File: config.mk
export PLATFORM = sky130hd
export DESIGN_NAME = mp_hca_add_seq_flat
export DESIGN_NICKNAME = d
export VERILOG_FILES = /design/src/rtl/mp_hca_add_seq_pkg.sv /design/src/rtl/mp_hca_add_seq_if.sv /design/src/rtl/mp_hca_add_seq_hca16_cin.sv /design/src/rtl/mp_hca_add_seq.sv /design/src/flat_wrapper.sv
export SDC_FILE = /design/constraint.sdc
export NUM_CORES = 1
export LEC_CHECK = 0
export ABC_AREA = 1
export CORE_ASPECT_RATIO = 1.75
export CORE_MARGIN = 5
export CORE_UTILIZATION = 25
export DETAILED_ROUTE_END_ITERATION = 10
export PLACE_DENSITY_LB_ADDON = 0.05
export SLEW_MARGIN = 5
export SYNTH_ARGS = -nofsm -noshare
export SYNTH_HDL_FRONTEND = slang
export SYNTH_SLANG_ARGS = --single-unit
File: constraint.sdc
create_clock -name clk -period 2.62 [get_ports clk]
set_clock_uncertainty 0.15 [all_clocks]
set_input_delay 0.786 -clock clk [delete_from_list [all_inputs] [get_ports clk]]
set_output_delay 0.786 -clock clk [all_outputs]
set_load 0.01 [all_outputs]
File: src/rtl/mp_hca_add_seq_pkg.sv
// mp_add_pkg: shared chunk width, sequencer state type and width legality helper
package mp_add_pkg;
  localparam int CHUNK = 16;
  typedef enum logic [1:0] {IDLE, RUN, DONE} state_t;
  function automatic bit w_ok(int w);
    return w > 0 && w % CHUNK == 0;
  endfunction
endpackage

File: src/rtl/mp_hca_add_seq_if.sv
// mp_hca_add_seq_if: operand (valid/ready) and result (valid/ready) channels of the sequencer
interface mp_hca_add_seq_if #(parameter int W = 64);
  logic in_valid;
  logic in_ready;
  logic [W-1:0] in_a;
  logic [W-1:0] in_b;
  logic in_cin;
  logic in_sub;
  logic out_valid;
  logic out_ready;
  logic [W-1:0] out_sum;
  logic out_cout;
  logic out_ovf;
  modport master (
    output in_valid, in_a, in_b, in_cin, in_sub, out_ready,
    input  in_ready, out_valid, out_sum, out_cout, out_ovf
  );
  modport slave (
    input  in_valid, in_a, in_b, in_cin, in_sub, out_ready,
    output in_ready, out_valid, out_sum, out_cout, out_ovf
  );
endinterface

File: src/rtl/mp_hca_add_seq_hca16_cin.sv
// hca16_cin: combinational 16-bit Han-Carlson prefix adder with carry-in, s[16] is carry-out
module hca16_cin (
  input  logic [15:0] x,
  input  logic [15:0] y,
  input  logic        cin,
  output logic [16:0] s
);
  logic [15:0] p, gg, pp;
  always_comb begin
    p = x ^ y;
    gg = x & y;
    gg[0] = gg[0] | (p[0] & cin);
    pp = p;
    for (int i = 1; i < 16; i += 2) begin
      gg[i] = gg[i] | (pp[i] & gg[i-1]);
      pp[i] = pp[i] & pp[i-1];
    end
    // odd-only Kogge-Stone; descending order keeps each level reading its inputs unmodified
    for (int d = 2; d < 16; d *= 2)
      for (int i = 15; i > d; i -= 2) begin
        gg[i] = gg[i] | (pp[i] & gg[i-d]);
        pp[i] = pp[i] & pp[i-d];
      end
    for (int i = 2; i < 16; i += 2)
      gg[i] = gg[i] | (pp[i] & gg[i-1]);
    s = {gg[15], p ^ {gg[14:0], cin}};
  end
endmodule

File: src/rtl/mp_hca_add_seq.sv
// mp_hca_add_seq: W-bit add through one shared 16-bit Han-Carlson adder, LSB chunk first.
// Define MPADD_SUB_EN to enable A-B via in_sub.
module mp_hca_add_seq
  import mp_add_pkg::*;
#(
  parameter int W = 64
) (
  input  logic              clk,
  input  logic              rst_n,
  mp_hca_add_seq_if.slave   bus,
  output logic              busy
);
  localparam int NCHUNK = W / CHUNK;
  localparam int IW = NCHUNK > 1 ? $clog2(NCHUNK) : 1;
  if (!w_ok(W)) begin : g_bad_w
    $error("mp_hca_add_seq: W must be a positive multiple of CHUNK");
  end
  state_t state, state_nxt;
  logic [W-1:0] a_sh, b_sh, sum_sh;
  logic [IW-1:0] idx;
  logic carry, a_msb, b_msb, accept, last, cin0, b_msb0;
  logic [CHUNK-1:0] y;
  logic [CHUNK:0] s;
`ifdef MPADD_SUB_EN
  logic sub_q;
  always_ff @(posedge clk or negedge rst_n)
    if (!rst_n) sub_q <= 1'b0;
    else if (accept) sub_q <= bus.in_sub;
  assign y = sub_q ? ~b_sh[CHUNK-1:0] : b_sh[CHUNK-1:0];
  assign cin0 = bus.in_sub | bus.in_cin;
  assign b_msb0 = bus.in_b[W-1] ^ bus.in_sub;
`else
  logic unused_sub;
  assign unused_sub = bus.in_sub;
  assign y = b_sh[CHUNK-1:0];
  assign cin0 = bus.in_cin;
  assign b_msb0 = bus.in_b[W-1];
`endif
  hca16_cin u_hca (.x(a_sh[CHUNK-1:0]), .y(y), .cin(carry), .s(s));
  assign accept = bus.in_valid && bus.in_ready;
  assign last = idx == IW'(NCHUNK - 1);
  always_ff @(posedge clk or negedge rst_n)
    if (!rst_n) state <= IDLE;
    else state <= state_nxt;
  always_comb begin
    state_nxt = state == IDLE ? (bus.in_valid ? RUN : IDLE) :
                state == RUN  ? (last ? DONE : RUN) :
                                (bus.out_ready ? IDLE : DONE);
    bus.in_ready = state == IDLE;
    bus.out_valid = state == DONE;
    busy = state != IDLE;
  end
  always_ff @(posedge clk or negedge rst_n)
    if (!rst_n) begin
      a_sh <= '0;
      b_sh <= '0;
      sum_sh <= '0;
      idx <= '0;
      carry <= 1'b0;
      a_msb <= 1'b0;
      b_msb <= 1'b0;
    end else if (accept) begin
      a_sh <= bus.in_a;
      b_sh <= bus.in_b;
      idx <= '0;
      carry <= cin0;
      a_msb <= bus.in_a[W-1];
      b_msb <= b_msb0;
    end else if (state == RUN) begin
      a_sh <= a_sh >> CHUNK;
      b_sh <= b_sh >> CHUNK;
      sum_sh <= (sum_sh >> CHUNK) | (W'(s[CHUNK-1:0]) << (W - CHUNK));
      carry <= s[CHUNK];
      idx <= idx + IW'(1);
    end
  assign bus.out_sum = sum_sh;
  assign bus.out_cout = carry;
  assign bus.out_ovf = (a_msb == b_msb) && (sum_sh[W-1] != a_msb);
endmodule

File: src/flat_wrapper.sv
// flat-port wrapper written by rule: the top's interface ports become plain ports
module mp_hca_add_seq_flat import mp_add_pkg::*;
#(
  parameter int W = 64
)
  (clk, rst_n, busy, bus_in_valid, bus_in_a, bus_in_b, bus_in_cin, bus_in_sub, bus_out_ready, bus_in_ready, bus_out_valid, bus_out_sum, bus_out_cout, bus_out_ovf);
  mp_hca_add_seq_if #(.W(W)) bus_i ();
  input  logic clk;
  input  logic rst_n;
  output logic busy;
  input wire logic [$bits(bus_i.in_valid)-1:0] bus_in_valid;
  input wire logic [$bits(bus_i.in_a)-1:0] bus_in_a;
  input wire logic [$bits(bus_i.in_b)-1:0] bus_in_b;
  input wire logic [$bits(bus_i.in_cin)-1:0] bus_in_cin;
  input wire logic [$bits(bus_i.in_sub)-1:0] bus_in_sub;
  input wire logic [$bits(bus_i.out_ready)-1:0] bus_out_ready;
  output wire logic [$bits(bus_i.in_ready)-1:0] bus_in_ready;
  output wire logic [$bits(bus_i.out_valid)-1:0] bus_out_valid;
  output wire logic [$bits(bus_i.out_sum)-1:0] bus_out_sum;
  output wire logic [$bits(bus_i.out_cout)-1:0] bus_out_cout;
  output wire logic [$bits(bus_i.out_ovf)-1:0] bus_out_ovf;
  assign bus_i.in_valid = bus_in_valid;
  assign bus_i.in_a = bus_in_a;
  assign bus_i.in_b = bus_in_b;
  assign bus_i.in_cin = bus_in_cin;
  assign bus_i.in_sub = bus_in_sub;
  assign bus_i.out_ready = bus_out_ready;
  assign bus_in_ready = bus_i.in_ready;
  assign bus_out_valid = bus_i.out_valid;
  assign bus_out_sum = bus_i.out_sum;
  assign bus_out_cout = bus_i.out_cout;
  assign bus_out_ovf = bus_i.out_ovf;
  mp_hca_add_seq #(.W(W)) u_core (.clk(clk), .rst_n(rst_n), .bus(bus_i), .busy(busy));
endmodule
* Yosys cells after proc, flatten, opt, wreduce, memory -nomap -nowiden *
Index checks and enable logic that the tools add are counted.

word-level totals
  bits in writable memories = 0
  register bits after elaboration = 199
  memory bits (read-only) = 0
  bits of input ports = 134
  bits in latches = 0
  memories = 0
  logic and storage cells = 121
  output and inout bits = 69

cells by class
  shifts and indexed selects = 0
  multipliers = 0
  add/sub/neg operators = 1
  reductions and logical operators = 6
  div/mod/pow operators = 0
  equality and inequality tests = 5
  bitwise operators = 88
  mux-type cells = 13
  $lt $le $gt $ge = 0

operator list
  operator             number
  $mux 64              4
  $or 48x64->64        1
  $and 1x1->1          50
  $or 1x1->1           33
  $xor 16x16->16       2
  $and 16x16->16       1
  $mux 2               6
  $eq 2x2->1 const B   2
  $reduce_bool 2->1    2
  $mux 1               3
  $add 2x1->2 const B  1
  $eq 2x1->1 const B   1
  $logic_and 1x1->1    2
  $logic_not 2->1      1
  $reduce_and 2->1     1
  $eq 1x1->1           1
  $ne 1x1->1           1
  $not 1->1            1

* Longest topological paths before layout *
  word-level depth = 13
  mapped depth = 14
  gate-level depth less buffers = 14

* By module *
A second synthesis with hierarchy kept.

unflattened totals
  cell total of the unflattened synthesis = 1222
  area, all modules = 9648.0 sq um

by module, submodules not included
  module          times used  sequential area each (sq um)  cells each  area each (sq um)
  mp_hca_add_seq  1           4979.8                        1103        8848.5
  hca16_cin       1           0.0                           119         799.5

* Least setup slack after synthesis *
No wires, ideal clock.

  path type = register -> register
  start = register u_core.carry, in the netlist u_core.bus.out_cout
  end = register u_core.sum_sh[63], in the netlist u_core.bus.out_sum[63]
  arrival time = 2.193 ns
  stages on the path, launching flop included = 15
  clock period less this slack = 2.478 ns
  library setup time = 0.134 ns
  setup slack = 0.142 ns
  path buffers = 0
  required time = 2.336 ns
  path through = dfrtp_1 > inv_1 > fa_1 > inv_1 > fa_1 > nand2_1 > nand2_1 > and2_1 > nand2_1 > nand3_1 > nand2_1 > o211ai_1 > fa_1 > xnor2_1 > o21ai_0

on the way
  cells in the longest elaborated chain, start to end = 12

ends and longest elaborated chain
  item                    line                            source
  start, declared         mp_hca_add_seq.sv:21            logic carry, a_msb, b_msb, accept, last, cin0, b_msb0;
  start signal, assigned  mp_hca_add_seq.sv:66            carry <= cin0;
  start signal, assigned  mp_hca_add_seq.sv:73            carry <= s[CHUNK];
  $and 1x1->1             mp_hca_add_seq_hca16_cin.sv:12  gg[0] = gg[0] | (p[0] & cin);
  $or 1x1->1              mp_hca_add_seq_hca16_cin.sv:12
  $and 1x1->1             mp_hca_add_seq_hca16_cin.sv:15  gg[i] = gg[i] | (pp[i] & gg[i-1]);
  $or 1x1->1              mp_hca_add_seq_hca16_cin.sv:15
  $and 1x1->1             mp_hca_add_seq_hca16_cin.sv:21  gg[i] = gg[i] | (pp[i] & gg[i-d]);
  $or 1x1->1              mp_hca_add_seq_hca16_cin.sv:21
  $and 1x1->1             mp_hca_add_seq_hca16_cin.sv:21
  $or 1x1->1              mp_hca_add_seq_hca16_cin.sv:21
  $and 1x1->1             mp_hca_add_seq_hca16_cin.sv:25  gg[i] = gg[i] | (pp[i] & gg[i-1]);
  $or 1x1->1              mp_hca_add_seq_hca16_cin.sv:25
  $xor 16x16->16          mp_hca_add_seq_hca16_cin.sv:26  s = {gg[15], p ^ {gg[14:0], cin}};
  $or 48x64->64           mp_hca_add_seq.sv:72            sum_sh <= (sum_sh >> CHUNK) | (W'(s[CHUNK-1:0]) << (W - CHUNK));
  end signal, assigned    mp_hca_add_seq.sv:72
  end, declared           mp_hca_add_seq.sv:19            logic [W-1:0] a_sh, b_sh, sum_sh;

Every way passes these cells.
A chain may end at the register's enable or synchronous reset.

* Worst setup path after layout *
  start = register u_core.carry, in the netlist u_core.bus.out_cout
  end = register u_core.sum_sh[62], in the netlist u_core.bus.out_sum[62]

on the way
  cells in the longest elaborated chain, start to end = 10

ends and longest elaborated chain
  item              line                            source
  $and 1x1->1       mp_hca_add_seq_hca16_cin.sv:12
  $or 1x1->1        mp_hca_add_seq_hca16_cin.sv:12
  $and 1x1->1       mp_hca_add_seq_hca16_cin.sv:15
  $or 1x1->1        mp_hca_add_seq_hca16_cin.sv:15
  $and 1x1->1       mp_hca_add_seq_hca16_cin.sv:21
  $or 1x1->1        mp_hca_add_seq_hca16_cin.sv:21
  $and 1x1->1       mp_hca_add_seq_hca16_cin.sv:21
  $or 1x1->1        mp_hca_add_seq_hca16_cin.sv:21
  $xor 16x16->16    mp_hca_add_seq_hca16_cin.sv:26
  via u_core.s[14]  mp_hca_add_seq.sv:23            logic [CHUNK:0] s;
  $or 48x64->64     mp_hca_add_seq.sv:72

The timed path passes the listed nets, and every way through them passes these cells.

==> flow_summary.toml <==
[logic_synthesis]
ys_ff_latch = 199
synth.distinct_cells = 29
synth_top_family_by_area = "simple AND/OR/NAND/NOR gates"
synth-xor-area-share_pct = 0.705
synth_compound_area_share_pct = 14.9
muxShareOfSynthArea_pct = 0
synth-simple-area-share_pct = 15.4
synth_fa_ha_area_share_pct = 4.23
ys_seq_area_share_pct = 57.3
syn_area_um2 = 8690
syn_avg_cell_area_um2 = 9.64
ys_warn_count = 0
syn_nets = 1060
syn_inst = 902

[global_route]
grt.total_usage_pct = 14.3
grt_max_degree = 83
grt_pass1_vias = 7005
grt.overflow.total = 0
grt_antenna_before_repair = 1
grt_pass1_wl_um = 41800

[finish]
area_delta_synth_final_pct = 36.9
drive_above_1_share_pct = 8.01
layout.nets = 1256
diodes = 0

[sta]
fmax_ghz = 0.398
finalSetupViolations = 0
final.min_clock_period_ns = 2.52
worst_slack_ns = 0.104
worst_pin_slew_ns = 0.856
maxSlewHeadroom_pct = 43.0
setup-tns-final_ns = 0
final_hold_viol_count = 0
fin_crit_sh_pct = 96.0
rsz0062_at_grt = "true"
drv_slew = 0

[placed_design]
dp_hpwl_um = 19800
port-buffer-count = 201
gp_congestion = 0.750
pre_cts_slack_ns = -0.0615

[worst_setup_path]
path_class = "reg2reg"
crit_required_ns = 2.84
critPathMaxFanout = 2
rrSetupSlack_ns = 0.10
start_kind = "flop"
end_kind = "flop"
crit_arrival_ns = 2.74

[clock_tree]
clockRootBuffer = "clkbuf_16"
cts.clk_slew.worst_paths_ns = 0.07
cts_buffers = 17
cts.sink_count = 199
clkLatencyLatePin_ns = 0.44
cts_buffer_depth = 2
post_cts_buffers = 0
cts_tree = "done"
htree_levels = 4

[floorplan]
coreArea_um2 = 34500
die_x_um = 151
start_util_pct = 25.2
die_h_um = 257
num_rows = 90
die_area_um2 = 38800
ioPinCount = 203

[pwr]
cellPowerDensity_nw_per_um2 = 1280
ir_drop_uv = 758
leakage_uw = 0.00536

[routing]
wl_um = 27200
drt_iter0_drc = 275
wire_per_inst_um = 17.3
via_per_inst = 4.31
first_pass_iters = 7
ant_nets = 0
drc = 0
vias = 6774

[flow_run]
drv_cap = 0

[status]
status = "completed"

[min_path]
hold_path_class = "in2async"
-- cell families (layout without fill, tap and decap cells) --
group                    after synthesis  in the layout
adder cells (fa/ha/maj)               24             24
AO/OA/AOI/OAI                        179            179
buffers and inverters                149            358
XOR/XNOR                               7              7
AND/OR/NAND/NOR                      344            344
flip-flops                           199            199
-- metrics by stage --
stage | instances | util (%) | hold WS [ns] | total power [uW] | area, um2
3_5_place_dp | 1539 | 32.9 | 0.314 | 12800 | 11300
2_1_floorplan | 902 | - | 0.292 | 9760 | 8690
6_report | 1571 | 34.5 | 0.141 | 15200 | 11900
5_1_grt | 1571 | 34.5 | 0.155 | 16500 | 11900
3_3_place_gp | 1539 | 32.9 | 0.310 | 12800 | 11300
4_1_cts | 1571 | 34.5 | 0.135 | 15600 | 11900
-- area by class of cell --
cell class	count	area [um2]
fill	3664	22600
clock inverter	13	129
timing repair buffer	229	2330
tap	460	576
multi-input combinational	554	3090
clock buffer	19	433
inverter	97	369
sequential	199	4980
-- sequential cells by signal, indices dropped and copies added, names as in the netlist --
name and flops:
u_core.a_msb 1, u_core.a_sh 64, u_core.b_msb 1, u_core.b_sh 64, u_core.bus.out_cout 1, u_core.bus.out_sum 64
u_core.idx 2, u_core.state 2
-- cell usage after synthesis --
cell type / instances / share of area (%)
nand2_1: 306 / 13
dfrtp_1: 199 / 57
inv_1: 94 / 4.1
o21ai_0: 56 / 3.2
o211ai_1: 47 / 4.1
buf_2: 32 / 1.8
a22o_1: 31 / 3.1
nand3_1: 22 / 1.3
o221ai_1: 22 / 2.2
ha_1: 15 / 2.2
clkbuf_1: 11 / 0.47
o211ai_2: 10 / 1.4
fa_1: 9 / 2.1
a21oi_1: 8 / 0.46
nor2_1: 8 / 0.35
buf_6: 5 / 0.65
buf_4: 4 / 0.35
xnor2_1: 4 / 0.40
inv_2: 3 / 0.13
nand2_2: 3 / 0.22
o21ai_1: 3 / 0.17
xor2_1: 3 / 0.30
a22oi_1: 1 / 0.086
a31oi_1: 1 / 0.072
and2_1: 1 / 0.072
and3_1: 1 / 0.072
nor2_4: 1 / 0.13
nor3_1: 1 / 0.058
or2_2: 1 / 0.072
-- repair_timing --
| action | in CTS | in global routing |
|---|---|---|
| gates resized for setup | 14 | 4 |
| pin swaps | 2 | 4 |
| hold buffers | 0 | 0 |
| gates cloned | 0 | 0 |
| setup endpoints to repair | 5 | 6 |
-- where the power goes --
group	leakage, uW	switching [uW]	internal [uW]
combinational	0.00255	4100	3080
clock	0.000281	1230	1400
sequential	0.00252	845	4540
total	0.00536	6170	9030
-- layer usage --
layer / routed length [um] / global-route usage (%) / vias to the layer above / share of wire, %
li1: - / - / 3353 / -
met1: 11200 / 17.0 / 3237 / 41
met2: 14300 / 25.5 / 159 / 53
met3: 1130 / 2.83 / 25 / 4.1
met4: 587 / 4.64 / 0 / 2.2
met5: 0 / 0 / - / 0
-- critical path: stages, from the launching register on --
cell and delay (ns):
dfrtp_1 0.39, inv_2 0.07, fa_2 0.19, inv_2 0.04, fa_2 0.34, nand2_1 0.06
nand2_1 0.06, and2_4 0.14, nand2_2 0.05, nand3_2 0.07, nand2_1 0.06, o211ai_1 0.13
fa_2 0.55, nand2_1 0.05, o21ai_1 0.08
-- path summary, 6_finish.rpt --
kind                       cells past startpoint                   from                      to
setup / recovery                              14    u_core.bus.out_cout  u_core.bus.out_sum[62]
min in group clk                               2  u_core.bus.out_sum[5]   u_core.bus.out_sum[5]
hold / removal                                 1                  rst_n   u_core.bus.out_sum[4]
hold reg to reg                                2  u_core.bus.out_sum[5]   u_core.bus.out_sum[5]
setup reg to reg                              14    u_core.bus.out_cout  u_core.bus.out_sum[62]
max in group asynchronous                      2                  rst_n         u_core.b_sh[31]
-- placed cells by master (no fill, tap or decap), drive strengths merged, types with 15 or more instances in the layout --
cell             n
inv            100
dfrtp          199
buf             29
nand3           22
o221ai          22
nand2          309
a22o            31
o211ai          57
clkbuf          19
clkdlybuf4s50  196
ha              15
o21ai           59
No activity file was read; power rests on OpenSTA's default activity.
